===== config.mk =====
export PLATFORM = sky130hd
export DESIGN_NAME = instr_sequencer
export DESIGN_NICKNAME = d
export VERILOG_FILES = /design/src/rtl/seq_pkg.sv /design/src/rtl/seq_wait_timer.sv /design/src/rtl/instr_sequencer.sv
export SDC_FILE = /design/constraint.sdc
export NUM_CORES = 1
export LEC_CHECK = 0
export ABC_AREA = 1
export ABC_CLOCK_PERIOD_IN_PS = 1500
export BUFFER_PORTS_ARGS = -buffer_cell sky130_fd_sc_hd__buf_2
export CAP_MARGIN = 20
export CORE_ASPECT_RATIO = 1.75
export CORE_MARGIN = 4
export CORE_UTILIZATION = 40
export DETAILED_ROUTE_END_ITERATION = 7
export GPL_TIMING_DRIVEN = 0
export HOLD_SLACK_MARGIN = 0.05
export PLACE_DENSITY = 0.62
export REMOVE_ABC_BUFFERS = 1
export SETUP_SLACK_MARGIN = 0.5
export SYNTH_ARGS = -nofsm -noshare
export SYNTH_HDL_FRONTEND = slang
export SYNTH_SLANG_ARGS = --single-unit

===== constraint.sdc =====
create_clock -name clk -period 1.5 [get_ports clk]
set_input_delay 0.3 -clock clk [delete_from_list [all_inputs] [get_ports clk]]
set_output_delay 0.3 -clock clk [all_outputs]
set_load 0.01 [all_outputs]

===== src/rtl/seq_pkg.sv =====
// Shared types and constants for the instruction sequencer.
// The enum values are the debug encodings driven on the state port.
package seq_pkg;

    localparam int TIMEOUT_CYC_DEF = 16;

    localparam logic [2:0] ST_IDLE   = 3'd0;
    localparam logic [2:0] ST_FETCH  = 3'd1;
    localparam logic [2:0] ST_DECODE = 3'd2;
    localparam logic [2:0] ST_EXEC   = 3'd3;
    localparam logic [2:0] ST_MEM    = 3'd4;
    localparam logic [2:0] ST_WB     = 3'd5;
    localparam logic [2:0] ST_FAULT  = 3'd6;

    typedef enum logic [2:0] {
        S_IDLE   = ST_IDLE,
        S_FETCH  = ST_FETCH,
        S_DECODE = ST_DECODE,
        S_EXEC   = ST_EXEC,
        S_MEM    = ST_MEM,
        S_WB     = ST_WB,
        S_FAULT  = ST_FAULT
    } state_t;

endpackage


===== src/rtl/seq_wait_timer.sv =====
// Counts MEM cycles spent without an ack.
// expired is high during the LIMIT-th such cycle.
module seq_wait_timer #(
    parameter int LIMIT = 16
) (
    input  logic clk,
    input  logic rst,
    input  logic clr,
    input  logic inc,
    output logic expired
);

    localparam int W = $clog2(LIMIT + 1);

    logic [W-1:0] cnt;

    always_ff @(posedge clk) begin
        if (rst || clr) begin
            cnt <= '0;
        end else if (inc) begin
            cnt <= cnt + W'(1);
        end
    end

    assign expired = (cnt == W'(LIMIT - 1));

endmodule


===== src/rtl/instr_sequencer.sv =====
// Multi-cycle instruction sequencer: fetch, decode, execute, optional memory
// access with timeout, and write-back with a retired-instruction counter.
//
// state  | meaning
// IDLE   | stopped, waiting for en
// FETCH  | requesting an instruction word
// DECODE | latching decoder flags
// EXEC   | one-cycle execute, chooses MEM or WB
// MEM    | data-memory access, bounded by TIMEOUT_CYC
// WB     | register/PC update, instruction retires
// FAULT  | memory timeout, left only through rst
module instr_sequencer
    import seq_pkg::*;
#(
    parameter int TIMEOUT_CYC = TIMEOUT_CYC_DEF,
    parameter int CNT_W       = 16
) (
    input  logic             clk,
    input  logic             rst,
    input  logic             en,
    input  logic             ins_valid,
    input  logic             mem_ack,
    input  logic             wmem_d,
    input  logic             rmem_d,
    input  logic             wreg_d,
    input  logic             wpc_d,
    input  logic             jmp_d,
    output logic             fetch_req,
    output logic             ir_load,
    output logic             mem_req,
    output logic             mem_we,
    output logic             reg_we,
    output logic             pc_we,
    output logic             pc_jmp,
    output logic             busy,
    output logic             fault,
    output logic [CNT_W-1:0] retired,
    output logic [2:0]       state
);

    state_t cur, nxt;

    logic f_wmem, f_rmem, f_wreg, f_wpc, f_jmp;
    logic tmr_clr, tmr_inc, tmr_expired;

    always_ff @(posedge clk) begin
        if (rst) begin
            cur <= S_IDLE;
        end else begin
            cur <= nxt;
        end
    end

    always_comb begin
        nxt = cur;
        case (cur)
            S_IDLE:   if (en) nxt = S_FETCH;
            S_FETCH:  if (ins_valid) nxt = S_DECODE;
            S_DECODE: nxt = S_EXEC;
            S_EXEC:   nxt = (f_wmem || f_rmem) ? S_MEM : S_WB;
            S_MEM: begin
                // ack takes priority over a timeout in the same cycle
                if (mem_ack) begin
                    nxt = S_WB;
                end else if (tmr_expired) begin
                    nxt = S_FAULT;
                end
            end
            S_WB:     nxt = en ? S_FETCH : S_IDLE;
            S_FAULT:  nxt = S_FAULT;
            default:  nxt = S_IDLE;
        endcase
    end

    always_comb begin
        fetch_req = 1'b0;
        ir_load   = 1'b0;
        mem_req   = 1'b0;
        mem_we    = 1'b0;
        reg_we    = 1'b0;
        pc_we     = 1'b0;
        pc_jmp    = 1'b0;
        busy      = 1'b1;
        fault     = 1'b0;
        case (cur)
            S_IDLE: busy = 1'b0;
            S_FETCH: begin
                fetch_req = 1'b1;
                ir_load   = ins_valid;
            end
            S_MEM: begin
                mem_req = 1'b1;
                mem_we  = f_wmem;
            end
            S_WB: begin
                reg_we = f_wreg;
                pc_we  = 1'b1;
                pc_jmp = f_jmp & f_wpc;
            end
            S_FAULT: begin
                busy  = 1'b0;
                fault = 1'b1;
            end
            default: ;
        endcase
    end

    always_ff @(posedge clk) begin
        if (rst) begin
            f_wmem <= 1'b0;
            f_rmem <= 1'b0;
            f_wreg <= 1'b0;
            f_wpc  <= 1'b0;
            f_jmp  <= 1'b0;
        end else if (cur == S_DECODE) begin
            f_wmem <= wmem_d;
            f_rmem <= rmem_d;
            f_wreg <= wreg_d;
            f_wpc  <= wpc_d;
            f_jmp  <= jmp_d;
        end
    end

    always_ff @(posedge clk) begin
        if (rst) begin
            retired <= '0;
        end else if (cur == S_WB) begin
            retired <= retired + CNT_W'(1);
        end
    end

    // Held clear outside MEM so every MEM visit starts counting from zero.
    assign tmr_clr = (cur != S_MEM);
    assign tmr_inc = (cur == S_MEM) && !mem_ack;

    seq_wait_timer #(
        .LIMIT(TIMEOUT_CYC)
    ) u_wait_timer (
        .clk     (clk),
        .rst     (rst),
        .clr     (tmr_clr),
        .inc     (tmr_inc),
        .expired (tmr_expired)
    );

    assign state = cur;

endmodule


### Word level (Yosys, flattened, before mapping)

Cells that the tools add are included.

* flip-flop bits (word level): 29
* latch bits: 0
* bits in writable memories: 0
* memory bits (read-only): 0
* bits of input ports: 10
* output and inout port bits: 28
* logic and storage cells: 45
* memories: 0

* add/sub/neg operators: 2
* multiply operators: 0
* div/mod/pow operators: 0
* $lt $le $gt $ge: 0
* equal/unequal tests: 11
* shift operators: 0
* mux-type cells: 16
* bitwise logic cells: 1
* reductions and logical operators: 7

Operator list (count)
* one-hot mux 3 bit (7 select lines): 1
* adder 16 x 1 -> 16 bit, second input constant: 1
* 2-to-1 mux 3 bit: 4
* 2-to-1 mux 1 bit: 11
* equality test 3 bit, second input constant: 3
* equality test 3 x 2 -> 1 bit, second input constant: 2
* inequality test 3 bit, second input constant: 2
* adder 5 x 1 -> 5 bit, second input constant: 1
* equality test 5 x 4 -> 1 bit, second input constant: 1
* inequality test 2 bit, second input constant: 2
* equality test 3 x 1 -> 1 bit, second input constant: 1
* zero test 3 bit: 1
* AND reduction 3 bit: 1
* logical OR 1 bit: 2
* OR reduction 2 bit: 1
* bitwise AND 1 bit: 1
* logical AND 1 bit: 1
* zero test 1 bit: 1

### Depth between registers and ports, before layout

* depth after elaboration: 4
* gate-level depth with buffers: 10
* depth with buffers taken out: 10

### Modules after synthesis

From an unflattened synthesis, not the netlist that was laid out.

* cells, all modules: 204
* area total of the unflattened synthesis: 1475.2 um^2

By module, submodules not included
* instr_sequencer: instances 1, cells an instance 175, area an instance 1229.9 um^2, sequential area each 480.5 um^2
* seq_wait_timer: instances 1, cells an instance 29, area an instance 245.2 um^2, sequential area each 100.1 um^2

### Worst setup path before layout

No wires, ideal clock.

* kind: register -> register
* start: reg cur[2], in the netlist state[2]
* end: reg u_wait_timer.cnt[3]
* library setup time: 0.064 ns
* data arrival time: 1.239 ns
* data required time: 1.436 ns
* setup slack: 0.197 ns
* cell stages (with the launch flop): 8
* path buffers: 0
* path through: dfxtp_1 -> nand2_1 -> nor2_2 -> nand2_1 -> nor2_1 -> xor2_1 -> inv_1 -> nor2_1

* cells in the longest elaborated chain, start to end: 2

Ends and longest elaborated chain
* from (decl): RTL line instr_sequencer.sv:41 `state_t cur, nxt;`
* from (signal assigned): RTL line instr_sequencer.sv:50 `cur <= nxt;`
* equality test 3 bit / inequality test 3 bit (equally long branches): RTL line instr_sequencer.sv:134, instr_sequencer.sv:133
* logical AND 1 bit / logical OR 1 bit (equally long branches): RTL line instr_sequencer.sv:134, seq_wait_timer.sv:18
* to (signal assigned): RTL line seq_wait_timer.sv:21 `cnt <= cnt + W'(1);`
* to (decl): RTL line seq_wait_timer.sv:15 `logic [W-1:0] cnt;`

Parallel ways exist; a longest one is shown, timed or not.
A chain may end at the register's enable or synchronous reset.

### Final worst setup path

* start: reg cur[1], in the netlist state[1]
* end: reg retired[6]

* cells in the longest elaborated chain, start to end: 1

Ends and longest elaborated chain
* equality test 3 bit: RTL line instr_sequencer.sv:127 `end else if (cur == S_WB) begin`
* to (signal assigned): RTL line instr_sequencer.sv:128 `retired <= retired + CNT_W'(1);`
* to (decl): RTL line instr_sequencer.sv:37 `output logic [CNT_W-1:0] retired,`

No other way between the ends.

==> results.txt <==
Vias -> 1575
Starting Density -> 41.9%
Critical Path, Cell by Cell -> inv_6, nand3_4, buf_4, buf_6, nor3_4, nand2_1, xor2_1, nor2_1
Slowest CP cell -> dfxtp_4
Wirelength, routed -> 4050 um
Reg-to-reg slack, setup -> 0.06 ns
Flops & latches, synth -> 29
Critical R2R Capture -> retired[6]$_SDFFE_PP0N_
Net count, final -> 294
Hold_sp -> jmp_d
DRC -> 0
GRT Total Usage -> 19.1%
Crit. End Element -> register
Clock transition at path regs -> 0.06 ns
Area delta synth->final -> 62.7%
FILL cells -> 290
Layout cells sized above 1 -> 47.2%
Antenna violations before repair -> 0
CP arrival -> 1.60 ns
Pleak -> 1.06 nW
I/O pin cnt -> 38
Most frequent cells after synthesis -> nor2_1 (40), inv_1 (36), nand2_1 (32)
CTS tree -> yes
Finished Core Util -> 68.1%
Fmax -> 695 MHz
Chip width -> 53.1 um
Ys flop type -> dfxtp_1
Unrepaired setup endpoints after global routing -> yes
Buffers added on ports -> 37
Root Driver -> clkbuf_8
Slew Viols, Final -> 0
Minimum clock period -> 1.44 ns
Global route overflow -> 0
Cell taking the most area after synthesis -> dfxtp_1
1st-iter DRT viols -> 25
Syn Std Cell Area -> 1420 sq um
Setup CP Type -> reg -> reg
Met3 Track Usage GR -> 4.97%
Clk sinks -> 29
# H-tree levels -> 2
Hold_ws -> 0.270 ns
Global routing's busiest layer -> met2
# setup viols final -> 0
First-pass GRT wire length -> 6430 um
Synth cell types -> 23
Synth warn -> 0
Worst R2R Start -> state[1]$_SDFFE_PP0P_
Clk_lat worst skew -> 0.29 ns
Num CTS Buffers -> 5
Yosys top cell area share -> 40.8%
Antenna viol nets, final -> 0
Final TNS setup -> 0 ns
Vias in the first global route -> 1528
Worst setup SP type -> register
HPWL after detailed placement -> 2420 um
Core area -> 3400 sq um
Vias per cell -> 4.82
Hold Crit Class -> in -> reg
Die area -> 4610 sq um
Pre-antenna DRT Iters -> 4
Worst-margin pin slew -> 0.323 ns
Synth Instances -> 208
CTS hold repair buffers -> 0
Seq. cell area -> 637 sq um
N_diodes -> 0
GR Util met2 -> 36.2%
Die Ht -> 86.9 um
CP required -> 1.67 ns
Number of synthesized flops with an enable pin -> 0
Slew HR -> 78.5%
VDD IR-drop max -> 0.738 mV
Sequential area share after synthesis -> 40.8%
Critical Path End -> retired[6]$_SDFFE_PP0N_
Hold Vio Cnt, Final -> 0
Max incr delay on CP -> 0.36 ns
Area of the multi-input gates -> 812 sq um
Wire length per cell -> 12.4 um
Met1 Use GR -> 17.1%
Count leader, synth -> nor2_1
Crit. Startpoint -> state[1]$_SDFFE_PP0P_
Routability Congestion -> 0.817
Top fanout value on the critical path -> 7
Status -> complete, no violations
Clk buf depth -> 2
Worst reg-to-reg path cell count -> 8
Syn_area_per_cell -> 6.84 sq um
Largest net degree at the start of global routing -> 16
Clk_skew -> 0.00433 ns
Max-cap viol count -> 0
Cell Pwr Density -> 802 nW/um^2
Top cells by area, synth -> dfxtp_1 (41%), nor2_1 (11%), inv_1 (9.5%)
Async SR Flop Fraction -> 0%
Num rows -> 28
Final period utilization -> 95.9%
==> registers in the layout (all words and copies together) (netlist names) <==
name / count
f_jmp: 1
f_rmem: 1
f_wmem: 1
f_wpc: 1
f_wreg: 1
retired: 16
state: 3
u_wait_timer.cnt: 5
==> layer usage <==
metal,vias up,wire length [um]
met5,-,0
li1,806,-
met1,729,1420
met2,28,2350
met3,12,149
met4,0,131
==> cells by family after synthesis <==
group | after synthesis | share of synthesized area [%]
AND/OR/NAND/NOR | 97 | 30.0
adder cells (fa/ha/maj) | 3 | 2.64
AO/OA/AOI/OAI | 34 | 12.4
XOR/XNOR | 5 | 3.08
buffers and inverters | 40 | 11.1
flip-flops | 29 | 40.8
==> what timing repair did <==
| action | in CTS | in global routing |
|---|---|---|
| resized for setup | 87 | 14 |
| endpoints found under the setup margin | 56 | 57 |
| buffers inserted | 27 | 5 |
| gates cloned | 0 | 0 |
| pin swaps | 13 | 11 |
==> report_power, final <==
part	internal [mW]	switching, mW	total, mW
Combinational	0.139	0.171	0.309
Sequential	0.790	0.0381	0.828
Clock	0.414	0.306	0.720
==> through the flow <==
stage	area [sq um]	worst slack [ns]	power [mW]	cells
2_1_floorplan	1400	0.0372	0.982	205
4_1_cts	2230	0.0881	1.85	322
6_report	2310	0.0616	1.86	327
3_5_place_dp	1650	-0.222	1.06	287
3_3_place_gp	1650	-0.218	1.06	287
5_1_grt	2310	-0.0131	1.95	327
==> critical path: cells and delay by family, from the launching register on <==
family                 cells  cell delay (ns)
XOR/XNOR                   1             0.15
flip-flops                 1             0.36
buffers and inverters      3             0.37
AND/OR/NAND/NOR            4             0.43
==> layout make-up <==
| cell class | count | area share (%) |
|---|---|---|
| multi-input cells | 139 | 35.1 |
| flip-flops and latches | 29 | 27.5 |
| repair buffers | 69 | 24.2 |
| inverters | 37 | 6.43 |
| clock buffers | 7 | 4.16 |
| well taps | 45 | 2.43 |
| clock inverters | 1 | 0.216 |
==> worst min path at each step <==
stage | endpoint | cells after the start
2_1_floorplan | retired[1]$_SDFFE_PP0N_ | 1
3_3_place_gp | f_wreg$_SDFFE_PP0N_ | 2
3_5_place_dp | f_wreg$_SDFFE_PP0N_ | 2
4_1_cts | f_jmp$_SDFFE_PP0N_ | 3
5_1_grt | f_rmem$_SDFFE_PP0N_ | 3
6_report | f_jmp$_SDFFE_PP0N_ | 3
==> cells in the final DEF, fill, tap and decap left out, types with 9 or more instances in the layout <==
| cell type | n |
|---|---|
| nor2_1 | 31 |
| dfxtp_2 | 9 |
| buf_6 | 23 |
| inv_1 | 31 |
| nand2_1 | 27 |
| buf_2 | 18 |
| a21oi_1 | 12 |
| dfxtp_4 | 12 |
| buf_4 | 28 |
| o21ai_0 | 13 |
Power figures use the tool's default switching activity.
